**src/rtl/fight_meter.sv**
```systemverilog
// fight_meter: attack-timing meter for the FIGHT phase.
// A bar sweeps across the fight box. A player hit latches its position and
// scores it by distance from the box centre. The bar then blinks, and o_done
// pulses. A registered pixel layer (frame, zone columns, bar) feeds the VGA mixer.
// Optional build macro: FIGHT_METER_BOUNCE_EN. When defined, the bar makes one
// return pass from the right limit instead of missing there.
`timescale 1ns/1ps
module fight_meter #(
    parameter int FX           = 100,
    parameter int FY           = 230,
    parameter int F_WIDTH      = 440,
    parameter int F_HEIGHT     = 150,
    parameter int BORDER       = 5,
    parameter int BAR_R        = 2,
    parameter int VELOCITY     = 10,
    parameter int NUM_ZONES    = 4,
    parameter int ZONE_STEP    = 50,
    parameter int ZONE_TAPER   = 20,
    parameter int FLASH_FRAMES = 30
) (
    input  logic        i_clk,
    input  logic        i_rst_n,
    input  logic        i_ani_stb,
    input  logic        i_animate,
    input  logic        i_start,
    input  logic        i_hit,
    input  logic [15:0] i_x,
    input  logic [15:0] i_y,
    output logic        o_busy,
    output logic        o_done,
    output logic [7:0]  o_score,
    output logic [3:0]  o_zone,
    output logic [15:0] o_bar_x,
    output logic        o_pix_en,
    output logic [3:0]  o_red,
    output logic [3:0]  o_green,
    output logic [3:0]  o_blue
);
    localparam logic [15:0] CX         = 16'(FX + F_WIDTH / 2);
    localparam logic [15:0] X_MIN      = 16'(FX + BAR_R);
    localparam logic [16:0] X_MAX      = 17'(FX + F_WIDTH - BAR_R);
    localparam logic [16:0] VEL        = 17'(VELOCITY);
    localparam logic [15:0] BAR_HW     = 16'(BAR_R);
    localparam logic [15:0] IX_L       = 16'(FX);
    localparam logic [15:0] IX_R       = 16'(FX + F_WIDTH);
    localparam logic [15:0] IY_T       = 16'(FY);
    localparam logic [15:0] IY_B       = 16'(FY + F_HEIGHT);
    localparam logic [15:0] OX_L       = 16'(FX - BORDER);
    localparam logic [15:0] OX_R       = 16'(FX + F_WIDTH + BORDER);
    localparam logic [15:0] OY_T       = 16'(FY - BORDER);
    localparam logic [15:0] OY_B       = 16'(FY + F_HEIGHT + BORDER);
    localparam logic [3:0]  ZONE_MISS  = 4'(NUM_ZONES);
    localparam logic [7:0]  FLASH_LAST = 8'(FLASH_FRAMES - 1);

    typedef enum logic [1:0] {
        ST_IDLE  = 2'd0,
        ST_SWEEP = 2'd1,
        ST_FLASH = 2'd2
    } state_t;

    // Unsigned distance without wrap: larger operand always minuend.
    function automatic logic [15:0] abs_diff(input logic [15:0] a, input logic [15:0] b);
        if (a >= b) abs_diff = a - b;
        else        abs_diff = b - a;
    endfunction

    // Smallest zone k with d <= (k+1)*ZONE_STEP; NUM_ZONES when outside all.
    function automatic logic [3:0] zone_of(input logic [15:0] d);
        zone_of = ZONE_MISS;
        for (int k = NUM_ZONES - 1; k >= 0; k--) begin
            if (d <= 16'((k + 1) * ZONE_STEP)) zone_of = 4'(k);
        end
    endfunction

    state_t      r_state, w_state_nxt;
    logic [15:0] r_bar_x, w_bar_x_nxt;
    logic [7:0]  r_score, w_score_nxt;
    logic [3:0]  r_zone, w_zone_nxt;
    logic [7:0]  r_flash_cnt, w_flash_cnt_nxt;
    logic        r_busy, r_done, w_done_nxt;
    logic        r_pix_en, w_pix_en;
    logic [3:0]  r_red, r_green, r_blue, w_red, w_green, w_blue;
`ifdef FIGHT_METER_BOUNCE_EN
    logic        r_dir_left, w_dir_left_nxt;
`endif

    logic        w_tick;
    logic [3:0]  w_hit_zone;
    logic [7:0]  w_hit_score;
    logic        w_bar_vis;
    logic [3:0]  w_pix_zone;
    logic [15:0] w_inset;

    assign w_tick      = i_ani_stb & i_animate;
    assign w_hit_zone  = zone_of(abs_diff(r_bar_x, CX));
    assign w_hit_score = (w_hit_zone == ZONE_MISS) ? 8'd0 : (8'(NUM_ZONES) - {4'd0, w_hit_zone});
    assign w_bar_vis   = (r_state == ST_SWEEP) || ((r_state == ST_FLASH) && !r_flash_cnt[2]);
    assign w_pix_zone  = zone_of(abs_diff(i_x, CX));
    assign w_inset     = 16'(w_pix_zone) * 16'(ZONE_TAPER);

    // Next-state, bar motion, hit scoring and flash timing.
    always_comb begin
        w_state_nxt     = r_state;
        w_bar_x_nxt     = r_bar_x;
        w_score_nxt     = r_score;
        w_zone_nxt      = r_zone;
        w_flash_cnt_nxt = r_flash_cnt;
        w_done_nxt      = 1'b0;
`ifdef FIGHT_METER_BOUNCE_EN
        w_dir_left_nxt  = r_dir_left;
`endif
        case (r_state)
            ST_IDLE: begin
                if (i_start) begin
                    w_state_nxt     = ST_SWEEP;
                    w_bar_x_nxt     = X_MIN;
                    w_score_nxt     = 8'd0;
                    w_zone_nxt      = ZONE_MISS;
                    w_flash_cnt_nxt = 8'd0;
`ifdef FIGHT_METER_BOUNCE_EN
                    w_dir_left_nxt  = 1'b0;
`endif
                end else begin
                    w_state_nxt = ST_IDLE;
                end
            end
            ST_SWEEP: begin
                if (i_hit) begin
                    // Hit takes priority over a coincident advance or miss.
                    w_state_nxt     = ST_FLASH;
                    w_score_nxt     = w_hit_score;
                    w_zone_nxt      = w_hit_zone;
                    w_flash_cnt_nxt = 8'd0;
                end else if (w_tick) begin
`ifdef FIGHT_METER_BOUNCE_EN
                    if (!r_dir_left) begin
                        if (({1'b0, r_bar_x} + VEL) > X_MAX) w_dir_left_nxt = 1'b1;
                        else                                 w_bar_x_nxt = r_bar_x + VEL[15:0];
                    end else if ({1'b0, r_bar_x} < ({1'b0, X_MIN} + VEL)) begin
                        w_state_nxt     = ST_FLASH;
                        w_score_nxt     = 8'd0;
                        w_zone_nxt      = ZONE_MISS;
                        w_flash_cnt_nxt = 8'd0;
                    end else begin
                        w_bar_x_nxt = r_bar_x - VEL[15:0];
                    end
`else
                    if (({1'b0, r_bar_x} + VEL) > X_MAX) begin
                        w_state_nxt     = ST_FLASH;
                        w_score_nxt     = 8'd0;
                        w_zone_nxt      = ZONE_MISS;
                        w_flash_cnt_nxt = 8'd0;
                    end else begin
                        w_bar_x_nxt = r_bar_x + VEL[15:0];
                    end
`endif
                end else begin
                    w_state_nxt = ST_SWEEP;
                end
            end
            ST_FLASH: begin
                if (w_tick) begin
                    if (r_flash_cnt == FLASH_LAST) begin
                        w_state_nxt     = ST_IDLE;
                        w_done_nxt      = 1'b1;
                        w_flash_cnt_nxt = 8'd0;
                    end else begin
                        w_flash_cnt_nxt = r_flash_cnt + 8'd1;
                    end
                end else begin
                    w_state_nxt = ST_FLASH;
                end
            end
            default: begin
                w_state_nxt     = ST_IDLE;
                w_flash_cnt_nxt = 8'd0;
            end
        endcase
    end

    // Pixel priority: bar over frame over zone columns.
    always_comb begin
        w_pix_en = 1'b0;
        w_red    = 4'h0;
        w_green  = 4'h0;
        w_blue   = 4'h0;
        if (w_bar_vis && (abs_diff(i_x, r_bar_x) <= BAR_HW) && (i_y >= IY_T) && (i_y <= IY_B)) begin
            w_pix_en = 1'b1; w_red = 4'hF; w_green = 4'hF; w_blue = 4'hF;
        end else if ((i_x >= OX_L) && (i_x <= OX_R) && (i_y >= OY_T) && (i_y <= OY_B) &&
                     !((i_x >= IX_L) && (i_x <= IX_R) && (i_y >= IY_T) && (i_y <= IY_B))) begin
            w_pix_en = 1'b1; w_red = 4'hF; w_green = 4'hF; w_blue = 4'hF;
        end else if ((w_pix_zone != ZONE_MISS) && (i_y >= (IY_T + w_inset)) && ((i_y + w_inset) <= IY_B)) begin
            w_pix_en = 1'b1;
            case (w_pix_zone)
                4'd0:    begin w_red = 4'h0; w_green = 4'hF; w_blue = 4'h0; end
                4'd1:    begin w_red = 4'hF; w_green = 4'hF; w_blue = 4'h0; end
                4'd2:    begin w_red = 4'hF; w_green = 4'hA; w_blue = 4'h0; end
                default: begin w_red = 4'h8; w_green = 4'hC; w_blue = 4'hF; end
            endcase
        end else begin
            w_pix_en = 1'b0;
        end
    end

    // State, meter results and pixel layer registers.
    always_ff @(posedge i_clk or negedge i_rst_n) begin
        if (!i_rst_n) begin
            r_state     <= ST_IDLE;
            r_bar_x     <= X_MIN;
            r_score     <= 8'd0;
            r_zone      <= ZONE_MISS;
            r_flash_cnt <= 8'd0;
            r_busy      <= 1'b0;
            r_done      <= 1'b0;
            r_pix_en    <= 1'b0;
            r_red       <= 4'h0;
            r_green     <= 4'h0;
            r_blue      <= 4'h0;
`ifdef FIGHT_METER_BOUNCE_EN
            r_dir_left  <= 1'b0;
`endif
        end else begin
            r_state     <= w_state_nxt;
            r_bar_x     <= w_bar_x_nxt;
            r_score     <= w_score_nxt;
            r_zone      <= w_zone_nxt;
            r_flash_cnt <= w_flash_cnt_nxt;
            r_busy      <= (w_state_nxt != ST_IDLE);
            r_done      <= w_done_nxt;
            r_pix_en    <= w_pix_en;
            r_red       <= w_red;
            r_green     <= w_green;
            r_blue      <= w_blue;
`ifdef FIGHT_METER_BOUNCE_EN
            r_dir_left  <= w_dir_left_nxt;
`endif
        end
    end

    assign o_busy   = r_busy;
    assign o_done   = r_done;
    assign o_score  = r_score;
    assign o_zone   = r_zone;
    assign o_bar_x  = r_bar_x;
    assign o_pix_en = r_pix_en;
    assign o_red    = r_red;
    assign o_green  = r_green;
    assign o_blue   = r_blue;
endmodule

```
**config.mk**
```make
export PLATFORM = sky130hd
export DESIGN_NAME = fight_meter
export DESIGN_NICKNAME = d
export VERILOG_FILES = /design/src/rtl/fight_meter.sv
export SDC_FILE = /design/constraint.sdc
export NUM_CORES = 1
export LEC_CHECK = 0
export CAP_MARGIN = 30
export CORE_MARGIN = 8
export CORE_UTILIZATION = 51
export DETAILED_ROUTE_END_ITERATION = 16
export PLACE_DENSITY = 0.78
export SETUP_SLACK_MARGIN = 0.05
export SLEW_MARGIN = 25
export SYNTH_ARGS = -nofsm -noshare
export SYNTH_HDL_FRONTEND = slang
export SYNTH_SLANG_ARGS = --single-unit
```
**constraint.sdc**
```tcl
create_clock -name i_clk -period 3.34 [get_ports i_clk]
set_input_delay 0.501 -clock i_clk [delete_from_list [all_inputs] [get_ports i_clk]]
set_output_delay 0.501 -clock i_clk [all_outputs]
set_load 0.05 [all_outputs]
```
==> impl_metrics.yaml <==
setup_path:
  cpMostUsedCell: "buf_4"
  max_stage_delay_ps: 590
  r2r-end: "o_green[0]"
  crit_chain: "buf_6 -> or3_4 -> or4_4 -> buf_4 -> a311oi_2 -> xnor2_2 -> buf_4 -> a211o_1 -> a31oi_2 -> and2_4 -> ha_4 -> ha_4 -> inv_2 -> ha_4 -> buf_4 -> ha_1 -> a21oi_2 -> o211ai_1 -> nand2b_1 -> mux2i_1 -> o21ai_0 -> nand3_2 -> buf_4 -> o311ai_2"
  reg2regPathDepth: 13
  r2r_setup_slack_ps: -320
  crit_end: "o_green[0]"
  critPathKind: "in -> reg"
  required_ps: 3550
  slowest_stage: "or4_4"
  reg2reg_from: "o_bar_x[9]"
  cp-startpoint: "i_x[14]"
  arrival_ps: 5550
  start_kind: "input pin"
  cp_max_fo: 6
  endpoint_kind: "flip-flop"
synthesis:
  synth_mux_area_share_pct: 4.20
  ys_seq_area_share_pct: 18.7
  ys_types: 82
  dominantRegCellSynth: "dfrtp_1"
  ys_seq_elements: 42
  avgSynthCellArea_sq_um: 7.66
  synthArstFlopShare_pct: 100
  synth.cell_area_sq_um: 5660
  yosysWarningCount: 0
  synthXorXnorAreaFrac_pct: 3.56
  synth_edf_count: 0
  synthCells: 739
  synth_top_family_by_area: "compound AO/OA/AOI/OAI gates"
  yosys.area_share.simple_pct: 23.4
  synth_compound_area_share_pct: 27.2
  synthAdderAreaFrac_pct: 16.3
global_route:
  grt_max_degree: 43
  grt_usage_pct: 29.4
  grt_pass1_vias: 7164
  antenna_found_initial: 1
  grt_overflow: 0
  grt_pass1_wl_um: 35300
clock_tree:
  cts_sinks: 42
  cts_tree: "yes"
  hold_buffers: 0
  cts-buffers-inserted: 5
  clock_latency_ps: 320
  root_buffer: "clkbuf_8"
  clock_path_buffers: 2
  h-tree-depth: 2
  clkSlewWorstSetupHoldPaths_ps: 90
final_layout:
  antenna_cells: 0
  synthToLayoutAreaGrowth_pct: 56.7
  fill_cells: 686
  multi_input_area_sq_um: 4890
  final_util_pct: 81.8
  nNetsFinal: 1117
  seq_area_sq_um: 1070
  drive_above_1_share_pct: 35.3
route:
  drt_pass1_iterations: 6
  vias_per_cell: 6.15
  dr_total_vias: 7062
  route.met3.wl_um: 1580
  dr_wl_met2_um: 11100
  ant_nets: 0
  dr.first_iter.drc_count: 651
  drc_errors: 0
  drt-met1-wl_um: 9110
  wl_per_cell_um: 19.7
  dr.max_layer_used: "met5"
  drt-total-wl_um: 22600
sta:
  rsz0062_at_grt: "true"
  fin_tns_setup_ps: -13920
  fin_crit_sh_pct: 160
  setup_viol: 11
  slew_headroom_pct: 39.4
  max_freq_mhz: 187
  worst_slew_pin_slew_ps: 908
  finalMaxSlewViolations: 0
  finalClockSkew_ps: 10.9
  final_hold_viol_count: 0
  setup_ws_ps: -2000
  period_needed_ps: 5340
job:
  drv_cap: 0
min_path:
  hold_class: "in -> async"
die:
  die_h_um: 121
  design.portCount: 81
  start_util_pct: 52.2
  core_sq_um: 10800
  die_w_um: 121
  num_rows: 38
  die-area_sq_um: 14700
power:
  p_per_area_nw_per_um2: 335
  irDropWorstVdd_mv: 0.331
  leakage_nw: 3.98
run_status:
  outcome: "complete, but fails checks"
  violations: "setup timing"
placed_design:
  place_hpwl_um: 16900
  gp_congestion: 0.941
  port_buffers: 78
cell usage in the layout, fill, tap and decap left out, types with 10 or more instances in the layout:
master	instances
nor2b_1	10
a21oi_1	51
ha_1	59
o21ai_0	45
xnor2_1	11
o211ai_1	11
nand2_1	56
a21o_1	11
a21oi_2	10
nor3_1	17
inv_1	44
nand2b_1	10
a31oi_1	14
dfrtp_1	32
nor2_1	49
clkdlybuf4s50_1	64
and3_1	13
and2_1	10
nand3_1	25
buf_4	212
mux2i_1	16
nand4_1	11
worst min-delay path by stage:
| stage | from | endpoint | slack (ps) | depth (start not counted) |
|---|---|---|---|---|
| 2_1_floorplan | i_rst_n | o_bar_x[10] | 210 | 0 |
| 3_3_place_gp | o_zone[2] | o_zone[2] | 450 | 2 |
| 3_5_place_dp | o_zone[2] | o_zone[2] | 460 | 2 |
| 4_1_cts | i_rst_n | o_bar_x[14] | 350 | 1 |
| 5_1_grt | i_rst_n | o_bar_x[14] | 190 | 1 |
| 6_report | i_rst_n | o_bar_x[14] | 150 | 1 |
final cells by class:
type                       count  share of cell area, %
inverter                      51                   2.28
clock buffer                   6                  0.818
multi-input combinational    612                   55.1
sequential                    42                   12.1
timing repair buffer         295                   27.3
clock inverter                 2                  0.423
tap                          140                   1.97
critical path: cells and delay by family:
family / cells / cell delay (ps)
simple gates: 5 / 1580
compound gates: 7 / 1530
mux: 1 / 120
buf+inv: 6 / 790
fa+ha+maj: 4 / 840
xor+xnor: 1 / 170
cell families (layout without fill, tap and decap cells):
group,Yosys count,count (layout)
other,1,3
adders and majority gates,72,72
muxes,23,23
xor gates and xnor gates,23,23
buffers and inverters,87,354
AOI/OAI and AO/OA,234,234
and+or+nand+nor,257,257
DFF,42,42
where the power goes:
group          internal [W]  switching, W  leakage, nW  total [W]
clock network      0.000223      0.000203       0.0514   0.000426
registers          0.000574     0.0000781        0.555   0.000652
logic              0.000839       0.00105         3.38    0.00189
total               0.00164       0.00133         3.98    0.00297
metrics by stage:
stage                     setup slack, ps  power (W)  cell area (sq um)  hold WS (ps)  std cells
final                               -2000    0.00297               8870           147       1148
after global routing                -2170    0.00313               8870           189       1148
after CTS                           -1780    0.00286               8610           354       1138
after detailed placement            -2870    0.00232               8040           465       1113
after global placement              -2550    0.00226               8040           451       1113
after floorplan                     -1780    0.00163               5850           205        741
what timing repair did:
item | 4_1_cts | 5_1_grt
endpoints found under the setup margin | 19 | 38
pin swaps | 45 | 38
gates resized for setup | 106 | 39
setup buffers | 17 | 10
sequential cells by signal (all words and copies together), names as in the netlist:
register / cells
o_zone: 3
r_flash_cnt: 8
o_blue: 1
r_state: 2
o_busy: 1
o_done: 1
o_score: 5
o_bar_x: 15
o_red: 2
o_green: 4
synthesized netlist by cell type, types with 9 or more instances:
cell | count | area share (%)
nand2_1 | 60 | 4.0
a21oi_1 | 61 | 5.4
o21ai_0 | 50 | 4.4
buf_4 | 12 | 1.6
nand3_1 | 28 | 2.5
and2_1 | 11 | 1.2
nor2b_1 | 12 | 1.3
ha_1 | 69 | 15
nand2b_1 | 12 | 1.3
a211oi_1 | 10 | 1.3
dfrtp_1 | 37 | 16
nand4_1 | 11 | 1.2
and3_1 | 14 | 1.5
xnor2_1 | 18 | 2.8
nor2_1 | 53 | 3.5
mux2i_1 | 17 | 3.0
clkbuf_1 | 21 | 1.4
inv_1 | 50 | 3.3
o211ai_1 | 11 | 1.5
a31oi_1 | 17 | 1.9
nor4_1 | 9 | 0.99
nor3_1 | 18 | 1.6
a21o_1 | 11 | 1.5
routing by layer:
layer	global-route usage (%)	up-vias
met2	50.8	320
met1	34.4	3379
met3	6.42	84
met4	12.5	2
met5	0	-
li1	-	3277
No activity file was read; power rests on OpenSTA's default activity.
